**config.mk**
```make
export PLATFORM = sky130hd
export DESIGN_NAME = seq_ripple_subtractor_flat
export DESIGN_NICKNAME = d
export VERILOG_FILES = /design/src/rtl/seq_ripple_subtractor_pkg.sv /design/src/rtl/seq_ripple_subtractor_if.sv /design/src/rtl/seq_ripple_subtractor_slice.sv /design/src/rtl/seq_ripple_subtractor.sv /design/src/flat_wrapper.sv
export SDC_FILE = /design/constraint.sdc
export NUM_CORES = 1
export LEC_CHECK = 0
export CELL_PAD_IN_SITES_DETAIL_PLACEMENT = 2
export CELL_PAD_IN_SITES_GLOBAL_PLACEMENT = 2
export CORE_ASPECT_RATIO = 1.25
export CORE_MARGIN = 2
export CORE_UTILIZATION = 37
export DETAILED_ROUTE_END_ITERATION = 8
export PLACE_DENSITY = 0.83
export REMOVE_ABC_BUFFERS = 1
export SYNTH_ARGS = -nofsm -noshare
export SYNTH_HDL_FRONTEND = slang
export SYNTH_SLANG_ARGS = --single-unit
```
**constraint.sdc**
```tcl
create_clock -name clk -period 8.8 [get_ports clk]
set_clock_uncertainty 0.2 [all_clocks]
set_input_delay 2.2 -clock clk [delete_from_list [all_inputs] [get_ports clk]]
set_output_delay 2.2 -clock clk [all_outputs]
set_load 0.05 [all_outputs]
```
**src/rtl/seq_ripple_subtractor_pkg.sv**
```systemverilog
// Shared types and helpers for the sequential ripple-borrow subtractor.
// Optional signed-overflow output is enabled with SUB_OVERFLOW_EN.
package seq_sub_pkg;

  typedef enum logic [1:0] {
    IDLE = 2'd0,
    RUN  = 2'd1,
    DONE = 2'd2
  } state_t;

  function automatic int steps(input int width, input int slice);
    return width / slice;
  endfunction

  function automatic bit slice_ok(input int width, input int slice);
    return (slice >= 1) && (slice <= width) && ((width % slice) == 0);
  endfunction

endpackage

```
**src/rtl/seq_ripple_subtractor_if.sv**
```systemverilog
// Operand/result handshake bundle for seq_ripple_subtractor.
// The Ovf signal only exists when SUB_OVERFLOW_EN is defined.
interface seq_ripple_subtractor_if #(
  parameter int WIDTH = 16
);
  logic             in_valid;
  logic             in_ready;
  logic [WIDTH-1:0] A;
  logic [WIDTH-1:0] B;
  logic             Bin;
  logic             out_valid;
  logic             out_ready;
  logic [WIDTH-1:0] D;
  logic             Bout;
`ifdef SUB_OVERFLOW_EN
  logic             Ovf;

  modport master (output in_valid, A, B, Bin, out_ready,
                  input  in_ready, out_valid, D, Bout, Ovf);
  modport slave  (input  in_valid, A, B, Bin, out_ready,
                  output in_ready, out_valid, D, Bout, Ovf);
`else
  modport master (output in_valid, A, B, Bin, out_ready,
                  input  in_ready, out_valid, D, Bout);
  modport slave  (input  in_valid, A, B, Bin, out_ready,
                  output in_ready, out_valid, D, Bout);
`endif
endinterface

```
**src/rtl/seq_ripple_subtractor_slice.sv**
```systemverilog
// Combinational SLICE-bit ripple-borrow subtractor slice: d = a - b - bi.
module sub_slice #(
  parameter int SLICE = 4
) (
  output logic [SLICE-1:0] d,
  output logic             bo,
  input  logic [SLICE-1:0] a,
  input  logic [SLICE-1:0] b,
  input  logic             bi
);
  logic [SLICE:0] borrow;

  assign borrow[0] = bi;

  for (genvar gi = 0; gi < SLICE; gi++) begin : g_cell
    assign d[gi]        = a[gi] ^ b[gi] ^ borrow[gi];
    assign borrow[gi+1] = (~a[gi] & b[gi]) | (~a[gi] & borrow[gi]) | (b[gi] & borrow[gi]);
  end

  assign bo = borrow[SLICE];
endmodule

```
**src/rtl/seq_ripple_subtractor.sv**
```systemverilog
// Multi-cycle subtractor D = A - B - Bin, one SLICE-bit slice per clock, LSB first.
// Define SUB_OVERFLOW_EN to add the registered signed-overflow flag Ovf.
module seq_ripple_subtractor
  import seq_sub_pkg::*;
#(
  parameter int WIDTH = 16,
  parameter int SLICE = 4
) (
  input  logic                  clk,
  input  logic                  rst_n,
  seq_ripple_subtractor_if.slave bus
);
  localparam int STEPS = steps(WIDTH, SLICE);
  localparam int CW    = (STEPS > 1) ? $clog2(STEPS) : 1;
  localparam logic [CW-1:0] LAST_STEP = CW'(STEPS - 1);

  if (!slice_ok(WIDTH, SLICE)) begin : g_bad_cfg
    $error("seq_ripple_subtractor: WIDTH must be a positive multiple of SLICE");
  end

  state_t           state_reg, state_next;
  logic [CW-1:0]    step_reg, step_next;
  logic [WIDTH-1:0] a_reg, b_reg;
  logic             borrow_reg, borrow_next;
  logic [WIDTH-1:0] d_reg, d_next;
  logic             bout_reg, bout_next;
  logic             load;

  logic [SLICE-1:0] a_slice, b_slice, d_slice;
  logic             bo_slice;

  assign load    = (state_reg == IDLE) && bus.in_valid;
  assign a_slice = a_reg[step_reg*SLICE +: SLICE];
  assign b_slice = b_reg[step_reg*SLICE +: SLICE];

  // Single borrow chain shared by every step; the running borrow lives in borrow_reg.
  sub_slice #(.SLICE(SLICE)) u_slice (
    .d  (d_slice),
    .bo (bo_slice),
    .a  (a_slice),
    .b  (b_slice),
    .bi (borrow_reg)
  );

`ifdef SUB_OVERFLOW_EN
  logic ovf_reg, ovf_next;
`endif

  always_comb begin
    state_next  = state_reg;
    step_next   = step_reg;
    borrow_next = borrow_reg;
    d_next      = d_reg;
    bout_next   = bout_reg;
`ifdef SUB_OVERFLOW_EN
    ovf_next    = ovf_reg;
`endif
    case (state_reg)
      IDLE: begin
        if (bus.in_valid) begin
          state_next  = RUN;
          step_next   = '0;
          borrow_next = bus.Bin;
          d_next      = '0;
          bout_next   = 1'b0;
`ifdef SUB_OVERFLOW_EN
          ovf_next    = 1'b0;
`endif
        end
      end
      RUN: begin
        d_next[step_reg*SLICE +: SLICE] = d_slice;
        borrow_next = bo_slice;
        step_next   = step_reg + 1'b1;
        if (step_reg == LAST_STEP) begin
          state_next = DONE;
          step_next  = '0;
          bout_next  = bo_slice;
`ifdef SUB_OVERFLOW_EN
          // The last slice carries the result sign bit.
          ovf_next   = (a_reg[WIDTH-1] ^ b_reg[WIDTH-1]) & (a_reg[WIDTH-1] ^ d_slice[SLICE-1]);
`endif
        end
      end
      DONE: begin
        if (bus.out_ready) state_next = IDLE;
      end
      default: state_next = IDLE;
    endcase
  end

  always_ff @(posedge clk or negedge rst_n) begin
    if (!rst_n) begin
      state_reg  <= IDLE;
      step_reg   <= '0;
      a_reg      <= '0;
      b_reg      <= '0;
      borrow_reg <= 1'b0;
      d_reg      <= '0;
      bout_reg   <= 1'b0;
`ifdef SUB_OVERFLOW_EN
      ovf_reg    <= 1'b0;
`endif
    end else begin
      state_reg  <= state_next;
      step_reg   <= step_next;
      borrow_reg <= borrow_next;
      d_reg      <= d_next;
      bout_reg   <= bout_next;
`ifdef SUB_OVERFLOW_EN
      ovf_reg    <= ovf_next;
`endif
      if (load) begin
        a_reg <= bus.A;
        b_reg <= bus.B;
      end
    end
  end

  assign bus.in_ready  = (state_reg == IDLE);
  assign bus.out_valid = (state_reg == DONE);
  assign bus.D         = d_reg;
  assign bus.Bout      = bout_reg;
`ifdef SUB_OVERFLOW_EN
  assign bus.Ovf       = ovf_reg;
`endif
endmodule

```
**src/flat_wrapper.sv**
```systemverilog
// flat-port wrapper written by rule: the top's interface ports become plain ports
module seq_ripple_subtractor_flat import seq_sub_pkg::*;
#(
  parameter int WIDTH = 16,
  parameter int SLICE = 4
)
  (clk, rst_n, bus_in_valid, bus_A, bus_B, bus_Bin, bus_out_ready, bus_in_ready, bus_out_valid, bus_D, bus_Bout);
  seq_ripple_subtractor_if #(.WIDTH(WIDTH)) bus_i ();
  input  logic clk;
  input  logic rst_n;
  input wire logic [$bits(bus_i.in_valid)-1:0] bus_in_valid;
  input wire logic [$bits(bus_i.A)-1:0] bus_A;
  input wire logic [$bits(bus_i.B)-1:0] bus_B;
  input wire logic [$bits(bus_i.Bin)-1:0] bus_Bin;
  input wire logic [$bits(bus_i.out_ready)-1:0] bus_out_ready;
  output wire logic [$bits(bus_i.in_ready)-1:0] bus_in_ready;
  output wire logic [$bits(bus_i.out_valid)-1:0] bus_out_valid;
  output wire logic [$bits(bus_i.D)-1:0] bus_D;
  output wire logic [$bits(bus_i.Bout)-1:0] bus_Bout;
  assign bus_i.in_valid = bus_in_valid;
  assign bus_i.A = bus_A;
  assign bus_i.B = bus_B;
  assign bus_i.Bin = bus_Bin;
  assign bus_i.out_ready = bus_out_ready;
  assign bus_in_ready = bus_i.in_ready;
  assign bus_out_valid = bus_i.out_valid;
  assign bus_D = bus_i.D;
  assign bus_Bout = bus_i.Bout;
  seq_ripple_subtractor #(.WIDTH(WIDTH), .SLICE(SLICE)) u_core (.clk(clk), .rst_n(rst_n), .bus(bus_i));
endmodule
```
==> results.txt, run 1 <==
The run finished with clean final reports. Measured on the finished design, the core utilization comes to 0.4892. After synthesis, the share of flip-flops with an asynchronous set or reset is 1.000.

STA classifies the critical path startpoint as a register. The buffer cell driving the clock tree root is clkbuf_8. The highest achievable clock rate is 228.0 MHz. The end of the critical path is bus_out_valid. The first global-routing pass estimated 9.735 mm of wire. Broken down by cell family, the worst path's largest delay share belongs to buffers and inverters.

Wires add up to 5.828 mm. Hold is met by 0.2934 ns. The kind of capture point of the worst setup path is an output pin. Across the VDD grid, the largest voltage drop is 0.1352 mV. TritonCTS built the clock tree. The number of DRC markers in iteration 0 came out at 81. The power density over cell area is 401.2 mW/mm². The first TritonRoute pass finished after 4 iterations. The commonest register cell after synthesis is dfrtp_1.

The final layout contains 274 nets. The fill cell instance count of the final layout came out at 617. The number of buffers inserted by hold repair at cts came out at 0. The kind of critical path is reg -> out.

The number of cells on the worst reg-to-reg path is 10. The sequential-to-total area share from yosys stat came out at 0.5378. After synthesis the cells add up to 0.002512 mm².

In the final layout, the share of cells above drive strength 1 is 0.2087. On the worst path, the slowest cell contributes a delay of 0.79 ns. The number of gates on the worst path with buffers counted is 4.

After technology mapping, the gate count stands at 172. The sum of overflow across all layers after global routing came out at 0. The summed area of non-filler cells in the final layout came out at 0.003212 mm².

The setup TNS after final layout is 0 ns. The DRC violation count after routing is 0. The initial antenna violation count came out at 0. The clock latency reported for the late side of the worst-skew pair came out at 0.31 ns. The total cell area at the placement stage came out at 0.003120 mm².

In this run the worst path has a maximum fanout of 13. The mean number of vias per cell came out at 5.167. The worst-margin pin slew came out at 0.6774 ns.

The number of pins with negative max-slew slack in the final report is 0. The smallest clock period supported by the final layout is computed as 4.385 ns. The critical path goes through inv_1 > nand2_1 > inv_1 > clkdlybuf4s50_1.

Counting along the longest clock path gives a buffer depth of 2. Buffers inserted during clock tree synthesis total 5. Yosys mapped a number of flops with a built-in enable equal to 0.

The starting density of the core is 0.3827. The y dimension of the die came out at 96.13 µm. The number of rows in the core area is 33. The number of antenna cells inserted is 0. Setup repair after global routing left no endpoint under its margin. For this design, the slowest cell found on the critical path is clkdlybuf4s50_1. The number of register bits inferred by synthesis is 54. The arrival time of data at the critical path endpoint is 1.99 ns. The count of final setup violators came out at 0. The count of antenna-violating nets left after detailed routing is 0.

In this run, post-CTS repair resized a total of 0 instances. The number of global-route vias before repair came to 1,782. The width of the die came out at 77.71 µm. Clock-pin slew was measured on the worst setup and hold paths at 0.10 ns.

The max-cap violation count came out at 0. The count of boundary I/O pins came out at 56. Counting distinct cell types in the post-synthesis netlist gives 30. The number of setup buffers added after CTS is 0. The launch point of the worst path is u_core.state_reg[0]$_DFFE_PN0P_. The via total after detailed routing is 1,638. The routability congestion estimate is 0.7169. The Yosys step of the flow raised 0 warnings.

The required time reported for the critical path endpoint is 6.40 ns. The relative area change from synthesis to final layout is 27.84%. The worst-case headroom to the max-slew limit came out at 0.5484. The top cell types in the final layout, fill and taps aside, are clkdlybuf4s50_1 (54), dfrtp_1 (54), mux2_2 (26). In the global route stage, overall resource usage came out at 0.1719. The post-synthesis area per instance came out at 14.61 µm².

During placement, the flow inserted port buffers numbering 55. The worst hold path belongs to the class reg -> reg. The startpoint of the most critical register-to-register path is u_core.step_reg[0]$_DFFE_PN0P_. The number of sinks on the clock net came out at 54.

The H-tree generated during clock tree synthesis spans 2 levels. The placeable core area came out at 0.006565 mm². Power comes to 1.289 mW.

Of the available clock period, the critical path in the final layout requires 0.4983. The worst register-to-register path ends at u_core.bus.D[3]$_DFFE_PN0P_. The cell leakage power is 1.365 nW. The die area came out at 0.007470 mm². The number of failing hold endpoints at the final stage came to 0. After detailed routing, the average wire length per cell comes to 18.38 µm. The most prevalent standard cell on the critical path is inv_1. Entering global routing, the biggest net connects 55 pins.

The buffer and inverter count on the worst path is 3. Detailed placement finished with a half-perimeter wire length of 4.388 mm. The register-to-register setup slack is 5.51 ns.
-- cell usage after synthesis (all sizes together) (2+ instances only) --
cell type  count  area, µm²
a21o           5      37.54
a22o           8      70.07
and2           2      12.51
buf            6      61.30
clkbuf         2      7.510
dfrtp         54       1351
fa             4      80.08
ha             4      50.05
inv           10      37.53
mux2          32      360.3
mux4           8      180.2
nand2          9      33.78
nand2b         2      12.51
nand3b         2      31.28
nor4           2      12.51
nor4b          2      17.52
o21ai          2      10.01
o2bb2ai        8      70.07
or4            2      15.01
or4b           2      20.02
-- layout make-up --
type | count | area [µm²] | area share
clock buffers | 7 | 86.33 | 0.02688
clock inverters | 1 | 5.005 | 0.001558
inverters | 10 | 37.54 | 0.01169
multi-input cells | 100 | 1055 | 0.3284
flip-flops and latches | 54 | 1351 | 0.4207
well taps | 87 | 108.9 | 0.03389
repair buffers | 58 | 568.0 | 0.1769
-- metal layers --
layer	global-route usage	up-vias	wire length (µm)
met4	0.05357	0	98
met5	0	-	0
met2	0.3175	41	3248
li1	-	741	-
met1	0.2035	848	2291
met3	0.03002	8	190
-- per-stage QoR --
step | worst slack, ns | std cells
3_5_place_dp | 4.756 | 309
4_1_cts | 4.396 | 317
3_3_place_gp | 4.806 | 309
6_report | 4.415 | 317
5_1_grt | 4.276 | 317
2_1_floorplan | 5.077 | 164
-- worst min-delay path by stage --
| stage | startpoint | cells past startpoint | slack [ns] | to |
|---|---|---|---|---|
| after floorplan | u_core.a_reg[8]$_DFFE_PN0P_ | 1 | 0.25 | u_core.a_reg[8]$_DFFE_PN0P_ |
| after global placement | u_core.a_reg[14]$_DFFE_PN0P_ | 1 | 0.27 | u_core.a_reg[14]$_DFFE_PN0P_ |
| after detailed placement | u_core.b_reg[11]$_DFFE_PN0P_ | 1 | 0.27 | u_core.b_reg[11]$_DFFE_PN0P_ |
| after CTS | u_core.b_reg[11]$_DFFE_PN0P_ | 1 | 0.30 | u_core.b_reg[11]$_DFFE_PN0P_ |
| after global routing | u_core.a_reg[9]$_DFFE_PN0P_ | 1 | 0.31 | u_core.a_reg[9]$_DFFE_PN0P_ |
| final | u_core.b_reg[11]$_DFFE_PN0P_ | 1 | 0.29 | u_core.b_reg[11]$_DFFE_PN0P_ |
-- logic make-up (layout without fill, tap and decap cells) --
kind of cell,Yosys count,count (layout),share of synthesized area
muxes,40,40,0.2151
DFF,54,54,0.5379
AOI/OAI and AO/OA,27,27,0.08566
adders and majority gates,8,8,0.05179
and+or+nand+nor,25,25,0.06723
buffers and inverters,18,76,0.04233
-- report_power, final --
group / internal [mW] / total [mW] / switching, mW
clock network: 0.0637 / 0.144 / 0.0804
logic: 0.318 / 0.708 / 0.390
registers: 0.357 / 0.437 / 0.0794
total: 0.739 / 1.29 / 0.550
(Power assumes the default switching activity.)
==> inputs of run 2 (changes only) <==
CORE_UTILIZATION = 31   (was 37)
PLACE_DENSITY = 0.74   (was 0.83)
clock period = 3.9 ns   (was 8.8 ns; I/O delays follow)
==> results.txt, run 2 (same netlist as run 1, synthesis figures left out) <==
The number of global-route vias before repair came out at 1,852 (+3.9%). The min-delay analysis places its worst path in the category reg -> reg. The largest individual stage delay along the critical path comes from the cell dfrtp_1. The biggest fanout along the worst timing path came out at 11 (-2).

Clock tree synthesis selected as its root buffer the cell clkbuf_8. Leaving out fill and tap cells, the most frequent cells in the layout are clkdlybuf4s50_1 (54), dfrtp_1 (54), mux2_2 (26). The cell leakage power is 1.380 nW (+1.1%). The width of the die is 84.52 µm (+8.8%).

The worst-case clock buffer depth came out at 2 (unchanged). The number of setup buffers added after CTS came out at 0 (unchanged). The count of boundary I/O pins is 56 (unchanged).

The setup TNS after final layout came out at 0 ns (unchanged). The utilization of the core after routing came out at 0.4148 (-0.07448). The critical path is of the reg -> reg type. The fill cell instance count of the final layout is 812 (+32%). The worst hold path terminates at u_core.a_reg[14]$_DFFE_PN0P_. The number of failing hold endpoints at the final stage is 0 (unchanged). The startpoint identified for the worst register-to-register timing path is u_core.step_reg[0]$_DFFE_PN0P_. The footprint of the multi-input gates came out at 0.001055 mm² (unchanged).

The clock transition at the register clock pins on the worst setup and hold paths after CTS came to 0.10 ns (about the same). The worst hold-check slack came out at 0.2962 ns (+0.002817 ns). The worst-case headroom to the max-slew limit came to 0.6585 (+0.1101). The arrival time of data at the critical path endpoint was 3.34 ns (+1.35 ns). The overall track demand over capacity in global routing came out at 0.1426 (-0.02927). The total chip power came to 2.960 mW (+130%). The worst IR drop on VDD came out at 0.3613 mV (+170%). The number of antenna cells inserted came to 0 (unchanged). The number of buffers inserted by hold repair at cts is 0 (unchanged).

The y dimension of the die is 104.7 µm (+8.9%). In this run the most critical hold path is launched from u_core.a_reg[14]$_DFFE_PN0P_. The TritonCTS clock tree is done. The number of rows in the core area came out at 36 (+9.1%).

The H-tree depth reported by CTS is 2 (unchanged). The layer flagged by global routing as most heavily used is met2. The cell count after placement is 318 (+2.9%). The number of cells on the worst reg-to-reg path came to 9 (-1).

The die area was 0.008845 mm² (+18%). The endpoint identified for the worst register-to-register timing path is u_core.bus.D[15]$_DFFE_PN0P_. The met2 capacity usage during global routing is 0.2514 (-0.06612).

The max-cap violation count is 0 (unchanged). The sum of routed wire length over all layers is 5.775 mm (-0.91%). The initial antenna violation count is 0 (unchanged). The placeable core area came out at 0.007838 mm² (+19%). The number of CTS-inserted buffers came out at 5 (unchanged). Derived from the worst setup path, the maximum achievable clock frequency is 302.7 MHz.

The first-pass iteration count of the detailed router came out at 4 (unchanged). The summed area of non-filler cells in the final layout is 0.003251 mm² (+1.2%). The number of pins with negative max-slew slack in the final report is 0 (unchanged).

The count of antenna-violating nets left after detailed routing came to 0 (unchanged). The number of DRC markers in iteration 0 is 63 (-22%). The total cell area at the placement stage was 0.003138 mm² (+0.56%). Among cell families on the critical path, the largest total delay comes from adder cells. The buffer and inverter count on the worst path came out at 3 (unchanged). The register-to-register setup slack came to 0.60 ns (-4.91 ns). The kind of capture point of the worst setup path is a register. The number of gates resized after CTS is 0 (unchanged). The post-placement worst setup slack is 0.6144 ns (-4.142 ns).

The time the final worst path needs with I/O delays and setup is 3.303 ns. The hold path depth came out at 1 (unchanged). STA classifies the critical path startpoint as a register. The worst-margin pin slew is 0.5107 ns (-0.1668 ns). The pin count of the biggest net entering global routing came to 39 (-29%).

The area occupied by registers came to 0.001351 mm² (unchanged). The mean number of vias per cell is 5.049 (-2.3%). The number of cells in the finished layout apart from fillers came out at 326 (+2.8%). The share of the cycle needed by the critical path after routing came out at 0.8470. The mean routed wirelength per cell came out at 17.71 µm (-3.6%). The final-stage net count came out at 275 (+0.36%). The routing usage on met1 is 0.1796 (-0.02393). The routability congestion estimate came out at 0.7556 (+5.4%). The global-route wire length before repair came to 9.860 mm (+1.3%).

The starting density of the core came out at 0.3206 (-0.06213). The via total after detailed routing is 1,646 (+0.49%). The detailed-placement wirelength estimate came out at 4.365 mm (-0.52%). Setup repair after global routing left no endpoint under its margin. The run finished with clean final reports. The required time reported for the critical path endpoint is 3.94 ns (-2.46 ns). Compared with the post-synthesis result, the final layout area differs by 29.38%.

The signal on the critical path passes through mux4_2 > inv_1 > fa_1 > inv_1 > fa_1 > fa_1 > inv_1 > fa_1 > o2bb2ai_1. The minimum setup slack in the final design came to 0.5965 ns (-3.818 ns). The count of input and output buffers is 55 (unchanged).

The fraction of final layout cells with drive strength greater than 1 came out at 0.2165 (+0.007755). The delay contributed by the slowest stage of the critical path is 0.65 ns (-0.14 ns). The sum of overflow across all layers after global routing came out at 0 (unchanged). The power density over cell area came out at 910.6 mW/mm² (+130%). The count of final setup violators came out at 0 (unchanged).

The DRC violation count after routing came out at 0 (unchanged). By instance count, the cell type seen most on the critical path is fa_1. The number of sinks on the clock net came to 54 (unchanged). The global-route track usage on met3 is 0.02923 (-0.0007929). The clock latency reported for the late side of the worst-skew pair is 0.31 ns (about the same).
-- run 2: power by group --
group	leakage [nW]	internal [mW]	switching (mW)
Sequential	0.673	0.806	0.199
Clock	0.0585	0.193	0.193
Combinational	0.649	0.719	0.851
-- run 2: worst max path at each step --
stage,endpoint,cells past startpoint,slack (ns),start
after floorplan,u_core.bus.D[11]$_DFFE_PN0P_,9,0.71,u_core.step_reg[0]$_DFFE_PN0P_
after global placement,u_core.bus.D[7]$_DFFE_PN0P_,9,0.70,u_core.step_reg[0]$_DFFE_PN0P_
after detailed placement,u_core.bus.D[15]$_DFFE_PN0P_,9,0.61,u_core.step_reg[0]$_DFFE_PN0P_
after CTS,u_core.bus.D[7]$_DFFE_PN0P_,9,0.58,u_core.step_reg[0]$_DFFE_PN0P_
after global routing,u_core.bus.D[7]$_DFFE_PN0P_,9,0.40,u_core.step_reg[0]$_DFFE_PN0P_
final,u_core.bus.D[15]$_DFFE_PN0P_,9,0.60,u_core.step_reg[0]$_DFFE_PN0P_
-- run 2: layout make-up --
type / count / share of cell area
Clock buffer: 5 / 0.02117
Clock inverter: 3 / 0.01347
Inverter: 10 / 0.01155
Multi-Input combinational cell: 100 / 0.3245
Sequential cell: 54 / 0.4157
Tap cell: 95 / 0.03657
Timing Repair Buffer: 59 / 0.1771
-- run 2: layer usage --
layer  wire, µm  up-vias
met2       3076       39
met5          0        -
met4         53        0
li1           -      749
met3        209        6
met1       2436      852
==> inputs of run 3 (changes only) <==
CORE_UTILIZATION = 34   (was 31)
PLACE_DENSITY = 0.78   (was 0.74)
clock period = 3.3 ns   (was 3.9 ns; I/O delays follow)
==> results.txt, run 3 (same netlist as run 1, synthesis figures left out) <==
The power density over cell area is 1079 mW/mm² (+18%). The biggest fanout along the worst timing path came out at 4 (-7). The count of input and output buffers came to 55 (unchanged). The worst IR drop on VDD is 0.4579 mV (+27%). The fill cell instance count of the final layout came to 749 (-7.8%).

The worst-case clock buffer depth is 2 (unchanged). The switching share of power is 0.4312 (+0.01154). The y dimension of the die is 100.1 µm (-4.3%). The cell leakage power is 1.375 nW (-0.39%). The setup TNS after final layout is 0 ns (unchanged). The sequential share of power came out at 0.337 (-0.002). The number of cells on the worst reg-to-reg path is 9 (unchanged). On the critical path, the stage with the largest delay is an instance of mux4_2.

The run finished with clean final reports. The initial antenna violation count is 0 (unchanged). The worst-case headroom to the max-slew limit is 0.6702 (+0.01171). Walking the worst path, the cells encountered are mux4_2 > inv_1 > fa_1 > inv_1 > fa_1 > fa_1 > inv_1 > fa_1 > o2bb2ai_1.

The max-cap violation count came out at 0 (unchanged). The cell count after placement came out at 316 (-0.63%). The arrival time of data at the critical path endpoint is 3.12 ns (-0.22 ns). The required time reported for the critical path endpoint is 3.34 ns (-0.60 ns).

The most prevalent standard cell on the critical path is fa_1. The via total after detailed routing is 1,649 (+0.18%). The total chip power came out at 3.488 mW (+18%). The number of failing hold endpoints at the final stage came out at 0 (unchanged). The final-stage net count is 276 (+0.36%). The TritonCTS clock tree is done. The global-route wire length before repair came out at 10.14 mm (+2.8%). The critical path is of the reg -> reg type. The startpoint of the most critical register-to-register path is u_core.step_reg[0]$_DFFE_PN0P_. The number of global-route vias before repair is 1,880 (+1.5%). The buffer cell driving the clock tree root is clkbuf_8. The number of sinks on the clock net is 54 (unchanged). The share of total power in combinational logic is 0.552 (+0.022).

The DRC violation count after routing is 0 (unchanged). The count of antenna-violating nets left after detailed routing came to 0 (unchanged). The number of antenna cells inserted came out at 0 (unchanged).

The cell-internal power is 1.984 mW (+15%). The sum of routed wire length over all layers is 6.016 mm (+4.2%). The worst hold-check slack is 0.2282 ns (-0.06805 ns).

The number of gates resized after CTS is 0 (unchanged). The net switching component of the power came to 1.504 mW (+21%). The sum of overflow across all layers after global routing came out at 0 (unchanged). The overall track demand over capacity in global routing came out at 0.1669 (+0.02430). The number of DRC markers in iteration 0 came to 61 (-3.2%).

The placeable core area is 0.007269 mm² (-7.2%). The clock latency reported for the late side of the worst-skew pair came out at 0.31 ns (about the same). The first-pass iteration count of the detailed router is 4 (unchanged). The fraction of final layout cells with drive strength greater than 1 is 0.2155 (-0.0009330). The relative area change from synthesis to final layout came out at 28.69%. The detailed-placement wirelength estimate was 4.568 mm (+4.6%).

The number of cells in the finished layout apart from fillers is 324 (-0.61%). The die area is 0.008097 mm² (-8.5%). The category of the worst setup path launch point is a register. The relative contribution of the clock network to total power is 0.111 (-0.019).

The number of pins with negative max-slew slack in the final report came to 0 (unchanged). The starting density of the core came to 0.3456 (+0.02505). The highest achievable clock rate came to 324.5 MHz (+7.2%). The number of CTS-inserted buffers was 5 (unchanged). The register-to-register setup slack came to 0.22 ns (-0.38 ns). The share of the cycle needed by the critical path after routing came to 0.9337 (+0.08669). Setup repair after global routing left no endpoint under its margin. The count of boundary I/O pins came out at 56 (unchanged).

The worst-margin pin slew came to 0.4931 ns (-0.01751 ns). The pin count of the biggest net entering global routing came out at 37 (-5.1%). The mean routed wirelength per cell is 18.57 µm (+4.8%). The mean number of vias per cell is 5.090 (+0.80%). The footprint of the multi-input gates is 0.001055 mm² (unchanged). The area occupied by registers came out at 0.001351 mm² (unchanged).

The width of the die was 80.89 µm (-4.3%). The number of setup buffers added after CTS came out at 0 (unchanged). The number of buffers inserted by hold repair at cts is 0 (unchanged). The delay contributed by the slowest stage of the critical path was 0.53 ns (-0.12 ns). STA classifies the critical path endpoint as a register.

The routability congestion estimate came out at 0.7734 (+2.4%). The library cells used most frequently in the layout, excluding fill and tap cells, are clkdlybuf4s50_1 (54), dfrtp_1 (54), mux2_2 (26). The count of final setup violators was 0 (unchanged). The clock transition at the register clock pins on the worst setup and hold paths after CTS came out at 0.10 ns (about the same). The type of the most critical hold path is in -> async. The H-tree depth reported by CTS came out at 2 (unchanged). In this run the critical register-to-register path is captured at u_core.bus.D[15]$_DFFE_PN0P_. The number of rows in the core area came out at 35 (-2.8%). The time the final worst path needs with I/O delays and setup is 3.081 ns (-0.2221 ns).
[run 3: changes by cell type in the layout (fill, tap and decap cells not counted), sizes merged]
cell and delta:
clkbuf +2, buf +1, inv -1, bufinv -1
[run 3: power by group through the flow]
stage               clock network, mW  registers (mW)  logic, mW
finish                          0.388            1.17       1.92
global route                    0.425            1.22       2.09
CTS                             0.401            1.18       1.96
detailed placement                  0            1.19       1.96
global placement                    0            1.17       1.89
floorplan                           0            1.34       1.08
[run 3: final cells by class]
class	instances	share of cell area
inverter	10	0.01161
timing repair buffer	60	0.1803
multi-input combinational	100	0.3262
sequential	54	0.4180
tap	92	0.03560
clock inverter	1	0.001548
clock buffer	7	0.02670
[run 3: how the worst max path moves through the flow]
stage	from	end	slack [ns]	cells past startpoint
floorplan	u_core.step_reg[0]$_DFFE_PN0P_	u_core.bus.D[11]$_DFFE_PN0P_	0.11	9
global placement	u_core.step_reg[0]$_DFFE_PN0P_	u_core.bus.D[7]$_DFFE_PN0P_	0.32	9
detailed placement	u_core.step_reg[0]$_DFFE_PN0P_	u_core.bus.D[11]$_DFFE_PN0P_	0.21	9
CTS	u_core.step_reg[0]$_DFFE_PN0P_	u_core.bus.D[15]$_DFFE_PN0P_	0.19	9
global route	u_core.step_reg[0]$_DFFE_PN0P_	u_core.bus.D[11]$_DFFE_PN0P_	0.06	9
finish	u_core.step_reg[0]$_DFFE_PN0P_	u_core.bus.D[15]$_DFFE_PN0P_	0.22	9
[run 3: per-stage QoR]
step | util | area [µm²] | setup slack (ns)
3_3_place_gp | 0.4322 | 3142 | 0.3150
5_1_grt | 0.4448 | 3233 | 0.06440
3_5_place_dp | 0.4322 | 3142 | 0.2111
4_1_cts | 0.4448 | 3233 | 0.1939
6_report | 0.4448 | 3233 | 0.2187
2_1_floorplan | - | 2444 | 0.1073
[run 3: per-layer routing]
| layer | part of all wire | track usage |
|---|---|---|
| met1 | 0.41 | 0.2060 |
| met4 | 0.020 | 0.05085 |
| met2 | 0.53 | 0.2943 |
| met5 | 0 | 0 |
| met3 | 0.032 | 0.02968 |
[run 3: critical path: cells and delay by family (launching register included)]
family / cells / cell delay (ns)
fa+ha+maj: 4 / 1.42
mux: 1 / 0.53
flops: 1 / 0.46
buf+inv: 3 / 0.24
compound gates: 1 / 0.16
